**config.mk**
```make
export PLATFORM = sky130hd
export DESIGN_NAME = imem_dmem_arbiter
export DESIGN_NICKNAME = d
export VERILOG_FILES = /design/src/rtl/imem_dmem_arbiter.sv
export SDC_FILE = /design/constraint.sdc
export NUM_CORES = 1
export LEC_CHECK = 0
export ABC_AREA = 1
export CAP_MARGIN = 20
export CORE_MARGIN = 4
export CORE_UTILIZATION = 35
export CTS_BUF_LIST = sky130_fd_sc_hd__clkbuf_2 sky130_fd_sc_hd__clkbuf_4 sky130_fd_sc_hd__clkbuf_8
export DETAILED_ROUTE_END_ITERATION = 10
export PLACE_DENSITY_LB_ADDON = 0.3
export SETUP_SLACK_MARGIN = 0.4
export SYNTH_ARGS = -nofsm -noshare
export SYNTH_HDL_FRONTEND = slang
export SYNTH_SLANG_ARGS = --single-unit
```
**constraint.sdc**
```tcl
create_clock -name i_clk -period 2.25 [get_ports i_clk]
set_input_delay 0.45 -clock i_clk [delete_from_list [all_inputs] [get_ports i_clk]]
set_output_delay 0.45 -clock i_clk [all_outputs]
set_load 0.05 [all_outputs]
```
**src/rtl/imem_dmem_arbiter.sv**
```systemverilog
// ---------------------------------------------------------------------------
// imem_dmem_arbiter
//
// Shares one single-port, synchronous-read unified memory between the
// instruction-fetch (IF) port and the data-memory (DM) port of an RV32 core.
// At most one memory access is issued per cycle. Each transaction completes
// with a one-cycle done pulse one cycle after it is issued. With both ports
// requesting continuously, grants alternate so neither port starves.
//
// Parameters
//   ADDR_W   byte-address width of both ports (memory word address is
//            ADDR_W-2 bits)
//   PRIO_DM  tie-break when both ports become eligible together from idle:
//            1 = DM wins, 0 = IF wins
//
// Ports
//   i_clk        rising-edge clock
//   i_rst        synchronous, active-high reset
//   i_if_req     fetch request, held with i_if_addr until o_if_done
//   i_if_addr    fetch byte address ([1:0] ignored)
//   o_if_rdata   fetched instruction word
//   o_if_done    one-cycle pulse: fetch complete, o_if_rdata valid
//   i_dm_req     data request, held with all i_dm_* until o_dm_done
//   i_dm_we      1 = store, 0 = load
//   i_dm_be      store byte lanes (ignored for loads)
//   i_dm_addr    data byte address ([1:0] ignored)
//   i_dm_wdata   store data, lane-aligned
//   o_dm_rdata   load data word
//   o_dm_done    one-cycle pulse: load or store complete
//   o_mem_en     memory access strobe
//   o_mem_we     per-byte write enable, 0000 on reads
//   o_mem_addr   memory word address
//   o_mem_wdata  memory write data
//   i_mem_rdata  memory read data, valid the cycle after o_mem_en
// ---------------------------------------------------------------------------
module imem_dmem_arbiter #(
  parameter int ADDR_W  = 8,
  parameter bit PRIO_DM = 1'b1
) (
  input  logic              i_clk,
  input  logic              i_rst,
  input  logic              i_if_req,
  input  logic [ADDR_W-1:0] i_if_addr,
  output logic [31:0]       o_if_rdata,
  output logic              o_if_done,
  input  logic              i_dm_req,
  input  logic              i_dm_we,
  input  logic [3:0]        i_dm_be,
  input  logic [ADDR_W-1:0] i_dm_addr,
  input  logic [31:0]       i_dm_wdata,
  output logic [31:0]       o_dm_rdata,
  output logic              o_dm_done,
  output logic              o_mem_en,
  output logic [3:0]        o_mem_we,
  output logic [ADDR_W-3:0] o_mem_addr,
  output logic [31:0]       o_mem_wdata,
  input  logic [31:0]       i_mem_rdata
);

  // RESP_x: port x was issued last cycle, its response arrives this cycle.
  typedef enum logic [1:0] {
    ST_IDLE    = 2'd0,
    ST_RESP_IF = 2'd1,
    ST_RESP_DM = 2'd2
  } state_t;

  state_t r_state;
  state_t w_state_next;

  logic        r_dm_store;   // the DM transaction in flight is a store
  logic [31:0] r_if_hold;
  logic [31:0] r_dm_hold;

  logic        w_if_elig;
  logic        w_dm_elig;
  logic        w_grant_if;
  logic        w_grant_dm;
  logic        w_if_done;
  logic        w_dm_done;

  // Byte-offset bits are meaningless to a word-wide memory.
  logic        w_unused_addr_lsbs;
  assign w_unused_addr_lsbs = ^{i_if_addr[1:0], i_dm_addr[1:0]};

  // Grant decision, next state, memory strobes, done pulses and read-data muxes
  always_comb begin
    w_if_elig    = 1'b0;
    w_dm_elig    = 1'b0;
    w_grant_if   = 1'b0;
    w_grant_dm   = 1'b0;
    w_if_done    = 1'b0;
    w_dm_done    = 1'b0;
    w_state_next = ST_IDLE;
    o_mem_en     = 1'b0;
    o_mem_we     = 4'b0000;
    o_mem_addr   = {(ADDR_W-2){1'b0}};
    o_mem_wdata  = 32'h0000_0000;
    o_if_rdata   = 32'h0000_0000;
    o_dm_rdata   = 32'h0000_0000;

    // A port in its own response cycle is never re-granted; nothing issues
    // while reset is held.
    w_if_elig = i_if_req && (r_state != ST_RESP_IF) && !i_rst;
    w_dm_elig = i_dm_req && (r_state != ST_RESP_DM) && !i_rst;

    // Both eligible can only happen from idle; the other states exclude one port.
    if (w_if_elig && w_dm_elig) begin
      if (PRIO_DM) begin
        w_grant_dm = 1'b1;
      end else begin
        w_grant_if = 1'b1;
      end
    end else if (w_dm_elig) begin
      w_grant_dm = 1'b1;
    end else if (w_if_elig) begin
      w_grant_if = 1'b1;
    end else begin
      w_grant_if = 1'b0;
      w_grant_dm = 1'b0;
    end

    if (w_grant_dm) begin
      w_state_next = ST_RESP_DM;
      o_mem_en     = 1'b1;
      o_mem_addr   = i_dm_addr[ADDR_W-1:2];
      o_mem_we     = i_dm_we ? i_dm_be : 4'b0000;
      o_mem_wdata  = i_dm_wdata;
    end else if (w_grant_if) begin
      w_state_next = ST_RESP_IF;
      o_mem_en     = 1'b1;
      o_mem_addr   = i_if_addr[ADDR_W-1:2];
    end else begin
      w_state_next = ST_IDLE;
    end

    // Reset in a response cycle discards that response.
    case (r_state)
      ST_RESP_IF: w_if_done = !i_rst;
      ST_RESP_DM: w_dm_done = !i_rst;
      default: begin
        w_if_done = 1'b0;
        w_dm_done = 1'b0;
      end
    endcase

    if (i_rst) begin
      o_if_rdata = 32'h0000_0000;
      o_dm_rdata = 32'h0000_0000;
    end else begin
      o_if_rdata = w_if_done ? i_mem_rdata : r_if_hold;
      // A completing store leaves the last load value on dm_rdata.
      o_dm_rdata = (w_dm_done && !r_dm_store) ? i_mem_rdata : r_dm_hold;
    end
  end

  assign o_if_done = w_if_done;
  assign o_dm_done = w_dm_done;

  // State register, store flag and read-data hold registers
  always_ff @(posedge i_clk) begin
    if (i_rst) begin
      r_state    <= ST_IDLE;
      r_dm_store <= 1'b0;
      r_if_hold  <= 32'h0000_0000;
      r_dm_hold  <= 32'h0000_0000;
    end else begin
      r_state    <= w_state_next;
      r_dm_store <= w_grant_dm && i_dm_we;
      if (w_if_done) begin
        r_if_hold <= i_mem_rdata;
      end
      if (w_dm_done && !r_dm_store) begin
        r_dm_hold <= i_mem_rdata;
      end
    end
  end

endmodule
```
# Yosys cells after proc, flatten, opt, wreduce, memory -nomap -nowiden
# Index checks and enable logic that the tools add are counted.
# word_totals
register_bits	67
output_inout_bits	109
wordCells	39
# classes
n_eq_ne	4
n_mux	20
n_reduce_logical	10
# ops
cell	count
$mux W32	5
$mux W6	2
$mux W1	10
$mux W4	2
$logic_and A1 B1 Y1	7
$eq A2 B1 Y1 const B	1
$eq A2 B2 Y1 const B	1
$logic_not A1 Y1	2
$mux W2	1
$ne A2 B1 Y1 const B	1
$ne A2 B2 Y1 const B	1
$reduce_or A2 Y1	1

# Logic depth before layout (Yosys ltp)
# Gate-level depths: netlist of the first run.
# logic_depth
depth_word	8
depth_mapped	8

# Least setup slack after synthesis of the first run
# Ideal clock, no wire load.
# synth_timing
path_kind	input-to-output
from	input port i_rst
to	output port o_if_rdata[22]
arrival_ps	1766
t_required_ps	1800
path_slack_ps	34
stages	4
n_path_buf	3
cell_sequence	buf_2 buf_2 buf_1 a21oi_1
# synth_between
elab_chain_cells	4
# synth_lines
element	line_no	text
start: declaration	41	input logic i_rst,
$logic_not A1 Y1	138	ST_RESP_IF: w_if_done = !i_rst;
$mux W1	137	case (r_state)
$mux W32	n/a	
$mux W32 (*)	146	if (i_rst) begin
end: declaration	44	output logic [31:0] o_if_rdata,
# Mark *: on every way between the ends. The rest lies on a longest branch, timed or not.

# Final worst setup path of the first run
# layout_timing
from	register r_state[0]
to	output port o_if_rdata[31]
# layout_between
elab_chain_cells	4
# layout_lines
element	line_no	text
start: declaration	67	state_t r_state;
start signal: assignment	167	r_state <= w_state_next;
$eq A2 B1 Y1	137	
$mux W1	137	
$mux W32	n/a	
$mux W32	146	
# No other way between the ends.

==> summary.txt, run 1 <==
Synthesis
  • Post-synth EDFFs: 0
  • Post-synth ARST share: 0
  • Average size of a mapped cell: 6.50 um2
  • Yosys top cell area share: 0.449
  • Seq/Total Area, Yosys: 0.449
  • Leading area contributor after synthesis: dfxtp_1
  • Mapped cell area: 0.00299 mm2
  • Synth area leaders: dfxtp_1 45%, nand2_1 16%, nor2_1 11%
  • Synth Area in XOR/XNOR: 0
  • Yosys reg bits: 67
  • Post-synthesis compound-gate area fraction: 0.0536
  • Syn nets: 549
  • Synth Area in Adders: 0
  • Cell variety after synth: 16
  • Post-synthesis simple-gate area fraction: 0.361
  • Ys Warns: 0
  • Largest family of logic cells by synthesized area: simple AND/OR/NAND/NOR gates
  • Cell count after synthesis: 460
  • Post-synthesis mux area share: 0
  • Main synth FF type: dfxtp_1

Placed design
  • Pre-CTS setup slack: 0.0642 ns
  • Port bufs: 193
  • Cell area after placement: 0.00611 mm2
  • HPWL after DPL: 8760 um
  • GPL Wtd Cong: 0.878

Clock tree
  • Root buffer cell: clkbuf_8
  • H-tree levels: 3
  • Max clock buf depth: 2
  • Total clock sinks: 67
  • CTS clock-pin slew for the worst setup and hold paths: 0.08 ns
  • CTS tree: yes
  • Skew-Pair Late Insertion Delay: 0.35 ns
  • CTS Buf Count: 9

Power and ir drop
  • Pwr dens: 495 mW/mm2
  • VDD IR-drop max: 0.298 mV
  • P_leak: 3.20 nW

Routing
  • Initial DRC count: 303
  • DR pass1 iterations: 5
  • Residual DRC: 0
  • ANT nets after route: 0
  • Via count: 4322
  • Vias per cell: 5.37
  • Detailed-route wire length per cell: 23.5 um
  • Total wire length: 18900 um

Cells and area
  • # diodes: 0
  • Filler instances: 258
  • Share of cells above drive strength 1: 0.489
  • Synthesis-to-finish area growth: 157%
  • Finished Cell Area: 0.00767 mm2
  • Layout net count: 784
  • Final Util: 0.929

Critical path
  • CP max-delay cell: dfxtp_2
  • CP peak stage delay: 0.37 ns
  • CP arrival: 1.77 ns
  • Critical R2R Launch: r_state[1]
  • WP buf/inv: 4
  • Cell family with most CP delay: buffers and inverters
  • CP most frequent cell: buf_12
  • CP Max Fanout: 6
  • Worst setup path start: r_state[0]
  • Crit path kind: reg2out
  • Crit path cell chain: inv_4 > nor2_4 > buf_6 > buf_12 > nand2_1 > a21oi_4 > buf_12
  • Critical Path End Type: primary output
  • Worst EP required: 1.80 ns
  • Startpoint Class: flip-flop

Timing
  • Unrepaired setup endpoints after global routing: yes
  • Final min period: 2.22 ns
  • Hold WS: 0.504 ns
  • Final worst slack: 0.0344 ns
  • Setup TNS Final: 0 ns
  • Final Hold Viols: 0
  • Fmax: 451 MHz
  • Slew at the pin closest to its max-slew limit: 0.379 ns
  • Period utilization: 0.985
  • Max Clock Skew: 0.00701 ns
  • Max-slew violations: 0
  • Setup Viol. Count Final: 0
  • Slew Limit Headroom: 0.747

Floorplanning
  • CORE AREA: 0.00826 mm2
  • Rows: 33
  • Die width: 100 um
  • Starting Density: 0.362
  • I/O Pins: 198
  • Total die area: 0.0101 mm2
  • Die Ht: 100 um

GRT
  • First-pass GRT wire length: 22900 um
  • Total gr overflow: 0
  • Vias in the first global route: 4393
  • Largest net degree at the start of global routing: 46
  • Initial antenna violation count: 0
  • Total global-route track usage: 0.297

Status
  • Outcome: finished, final reports clean

Job
  • Max Cap Viol: 0

Hold path
  • Hold_sp: r_if_hold[4]
  • Hold Crit Class: reg2reg
==> cells by family (layout without fill, tap and decap cells) <==
group | count (synthesis) | after routing
and+or+nand+nor | 263 | 263
buffers and inverters | 98 | 338
DFF | 67 | 67
AOI/OAI and AO/OA | 32 | 32
==> routing by layer <==
layer | vias up | wire, um | global-route usage
li1 | 1857 | - | -
met1 | 2076 | 6310 | 0.298
met3 | 90 | 1480 | 0.0938
met4 | 0 | 1250 | 0.159
met5 | - | 0 | 0
met2 | 299 | 9860 | 0.540
==> sequential cells by signal (all words and copies together), names as in the netlist <==
| signal | cells |
|---|---|
| r_if_hold | 32 |
| r_dm_hold | 32 |
| r_state | 2 |
| r_dm_store | 1 |
==> cell type report <==
class / count / area [um2] / share of cell area
flip-flops and latches: 67 / 1350 / 0.176
clock buffers: 11 / 139 / 0.0181
inverters: 71 / 283 / 0.0369
clock inverters: 5 / 53.8 / 0.00702
repair buffers: 251 / 3470 / 0.453
well taps: 105 / 131 / 0.0171
multi-input cells: 295 / 2240 / 0.292
==> cells in the mapped netlist, types with 2 or more instances <==
| master | count |
|---|---|
| nand2_1 | 127 |
| nor2_1 | 87 |
| inv_1 | 70 |
| dfxtp_1 | 67 |
| nand3_1 | 38 |
| a21oi_1 | 25 |
| buf_2 | 15 |
| nand4_1 | 7 |
| o21ai_0 | 7 |
| clkbuf_1 | 6 |
| buf_1 | 3 |
| buf_6 | 3 |
| nand2_4 | 2 |
==> power breakdown <==
part | switching [mW] | internal (mW)
Clock | 0.515 | 0.534
Combinational | 0.825 | 0.646
Sequential | 0.0292 | 1.24
==> placed cells by master (no fill, tap or decap), types with 30 or more instances in the layout <==
cell type and count:
inv_1 67, clkdlybuf4s50_1 82, nand2_1 69, nor2_1 41, buf_12 70, nand2_2 41
dfxtp_1 65, buf_4 30, buf_6 32, nor2_4 44
==> tightest hold or removal path: cells and delay by family, from the launching register on <==
family	cells	cell delay (ns)
DFF	1	0.31
and+or+nand+nor	1	0.07
AOI/OAI and AO/OA	1	0.07
==> final timing paths <==
| check | end | slack [ns] | cells after the start |
|---|---|---|---|
| max | o_if_rdata[31] | 0.03 | 7 |
| min | r_if_hold[4] | 0.50 | 2 |
| min reg2reg | r_if_hold[4] | 0.50 | 2 |
| max reg2reg | r_if_hold[2] | 0.70 | 9 |
==> through the flow <==
step / power (mW) / instances
after floorplan: 1.89 / 460
after global placement: 2.41 / 749
after detailed placement: 2.43 / 749
after CTS: 3.60 / 788
after global routing: 3.89 / 805
final: 3.79 / 805
==> what timing repair did <==
item	4_1_cts	5_1_grt
hold buffers	0	0
gates resized for setup	149	71
buffers inserted	16	14
pin swaps	17	55
endpoints found under the setup margin	108	109
gates cloned	7	3
Power figures use the tool's default switching activity.
==> inputs of run 2 (changes only) <==
--- a/config.mk
+++ b/config.mk
@@ -7,11 +7,14 @@
 export LEC_CHECK = 0
 export ABC_AREA = 1
 export CAP_MARGIN = 20
+export CELL_PAD_IN_SITES_DETAIL_PLACEMENT = 0
+export CELL_PAD_IN_SITES_GLOBAL_PLACEMENT = 2
 export CORE_MARGIN = 4
-export CORE_UTILIZATION = 35
+export CORE_UTILIZATION = 19
 export CTS_BUF_LIST = sky130_fd_sc_hd__clkbuf_2 sky130_fd_sc_hd__clkbuf_4 sky130_fd_sc_hd__clkbuf_8
 export DETAILED_ROUTE_END_ITERATION = 10
 export PLACE_DENSITY_LB_ADDON = 0.3
+export RECOVER_POWER = 25
 export SETUP_SLACK_MARGIN = 0.4
 export SYNTH_ARGS = -nofsm -noshare
 export SYNTH_HDL_FRONTEND = slang
==> run 2 against run 1 <==
Compared with the run above:
- power decreased by 1.3%
- critical path depth increased by 1
- via count decreased by 12%
- wire length decreased by 25%
- clock-buffer cell count increased by 2
- global-route usage decreased by 14 points
- critical endpoint is now o_dm_rdata[1]
- largest power group unchanged
==> summary.txt, run 2 (synthesis results as in run 1) <==
Status
  • Outcome: finished, final reports clean

GRT
  • First-pass GRT wire length: 21000 um (-8.3%)
  • Largest net degree at the start of global routing: 50 (+8.7%)
  • Initial antenna violation count: 1 (+1)
  • Total gr overflow: 0 (unchanged)
  • Total global-route track usage: 0.152 (-0.145)
  • Vias in the first global route: 3841 (-13%)

Cells and area
  • Synthesis-to-finish area growth: 165%
  • Layout net count: 789 (+0.64%)
  • Finished Cell Area: 0.00791 mm2 (+3.1%)
  • Most frequent cells in the layout: 82 x clkdlybuf4s50_1, 76 x nand2_1, 67 x inv_1, 65 x dfxtp_1, 51 x buf_12
  • Commonest non-fill, non-tap cell in the layout: clkdlybuf4s50_1
  • # diodes: 0 (unchanged)
  • Reg area: 0.00135 mm2 (unchanged)
  • Filler instances: 1408 (+450%)
  • Share of cells above drive strength 1: 0.514 (+0.0256)
  • Top flop regs: r_dm_hold: 32 flops, r_if_hold: 32 flops, r_state: 2 flops
  • Footprint of the multi-input gates: 0.00240 mm2 (+6.9%)

Routing
  • Via count: 3791 (-12%)
  • Vias per cell: 4.14 (-23%)
  • Total wire length: 14100 um (-25%)
  • DR pass1 iterations: 4 (-1)
  • Residual DRC: 0 (unchanged)
  • Initial DRC count: 126 (-58%)
  • ANT nets after route: 0 (unchanged)
  • Detailed-route wire length per cell: 15.4 um (-34%)

Floorplanning
  • Total die area: 0.0178 mm2 (+77%)
  • Die width: 133 um (+33%)
  • CORE AREA: 0.0153 mm2 (+85%)
  • Die Ht: 133 um (+33%)
  • Rows: 45 (+36%)
  • Starting Density: 0.195 (-0.167)
  • I/O Pins: 198 (unchanged)

Timing
  • Slew at the pin closest to its max-slew limit: 0.416 ns (+0.0367 ns)
  • Final min period: 2.10 ns (-0.113 ns)
  • Max-slew violations: 0 (unchanged)
  • Period utilization: 0.935 (-0.0501)
  • Slew Limit Headroom: 0.723 (-0.0245)
  • Final Hold Viols: 0 (unchanged)
  • Setup TNS Final: 0 ns (unchanged)
  • Setup Viol. Count Final: 0 (unchanged)
  • Fmax: 476 MHz (+5.4%)
  • Unrepaired setup endpoints after global routing: yes
  • Max Clock Skew: 0.00379 ns (-0.00321 ns)

Critical path
  • CP arrival: 1.65 ns (-0.12 ns)
  • Critical Path End Type: primary output
  • Crit path kind: reg2out
  • Crit path cell chain: inv_4 > nand2_4 > nor2_4 > buf_6 > buf_16 > nand3_2 > nand2_1 > buf_8
  • Worst EP required: 1.80 ns (about the same)
  • CP max-delay cell: dfxtp_2
  • CP peak stage delay: 0.34 ns (-0.03 ns)
  • Startpoint Class: flip-flop
  • CP Max Fanout: 8 (+2)
  • FF-to-FF path depth: 8 (-1)

Power and ir drop
  • Tot Pwr: 3.74 mW (-1.3%)
  • VDD IR-drop max: 0.261 mV (-12%)
  • P_leak: 3.32 nW (+3.8%)
  • Pwr dens: 474 mW/mm2 (-4.3%)

Clock tree
  • H-tree levels: 3 (unchanged)
  • Root buffer cell: clkbuf_8
  • Post-CTS Hold Buffers: 0 (unchanged)
  • Skew-Pair Late Insertion Delay: 0.35 ns (about the same)
  • CTS Buf Count: 9 (unchanged)
  • Max clock buf depth: 2 (unchanged)
  • CTS tree: yes
  • Total clock sinks: 67 (unchanged)
  • CTS clock-pin slew for the worst setup and hold paths: 0.07 ns (about the same)

Placed design
  • GPL Wtd Cong: 0.716 (-18%)
  • HPWL after DPL: 8680 um (-0.90%)
  • Cell area after placement: 0.00599 mm2 (-2.0%)
  • Port bufs: 193 (unchanged)

Job
  • Max Cap Viol: 0 (unchanged)

Hold path
  • Hold Crit Class: in2reg
  • Cells on Worst Hold Path: 2 (unchanged)
==> run 2: cell count changes in the layout (fill, tap and decap cells not counted), sizes merged <==
cell	change
clkbuf	+2
inv	+1
clkinv	-3
buf	+5
clkinvlp	-1
==> run 2: report_power, final <==
part / internal, mW / switching (mW) / leakage (nW)
clock: 0.591 / 0.474 / 0.106
sequential: 1.24 / 0.0199 / 0.547
combinational: 0.636 / 0.781 / 2.67
==> run 2: metrics by stage <==
step | util | hold WS [ns] | setup slack (ns) | std cells
detailed placement | 0.391 | 0.501 | 0.0524 | 853
floorplan | - | 0.562 | 0.167 | 460
finish | 0.516 | 0.382 | 0.147 | 915
CTS | 0.480 | 0.359 | 0.132 | 896
global placement | 0.391 | 0.487 | 0.0681 | 853
global route | 0.516 | 0.364 | 0.0746 | 915
==> run 2: path summary, 6_finish.rpt <==
path	start	endpoint	slack (ns)
setup / recovery	r_state[0]	o_dm_rdata[1]	0.15
hold / removal	i_rst	r_state[1]	0.38
setup reg to reg	r_state[0]	r_if_hold[29]	0.87
hold reg to reg	r_if_hold[27]	r_if_hold[27]	0.51
==> run 2: cell type report <==
type / instances / area share
sequential: 67 / 0.170
tap: 211 / 0.0334
clock inverter: 2 / 0.00443
multi-input combinational: 295 / 0.303
timing repair buffer: 256 / 0.433
clock buffer: 13 / 0.0210
inverter: 71 / 0.0353
==> run 2: routing by layer <==
metal	vias up	share of wire	GRT usage
met5	-	0.00085	0
met4	2	0.013	0.0497
met3	14	0.078	0.0487
met2	143	0.50	0.258
met1	1756	0.41	0.181
li1	1876	-	-
==> run 2: repair_timing <==
action | CTS | global route
gates resized for setup | 205 | 90
buffers inserted | 19 | 17
cloned | 9 | 2
pin swaps | 32 | 67
endpoints found under the setup margin | 108 | 109
==> run 2: critical path, delay by kind of cell, from the launching register on <==
kind,cells,cell delay [ns]
simple gates,4,0.43
buf+inv,4,0.54
flops,1,0.34
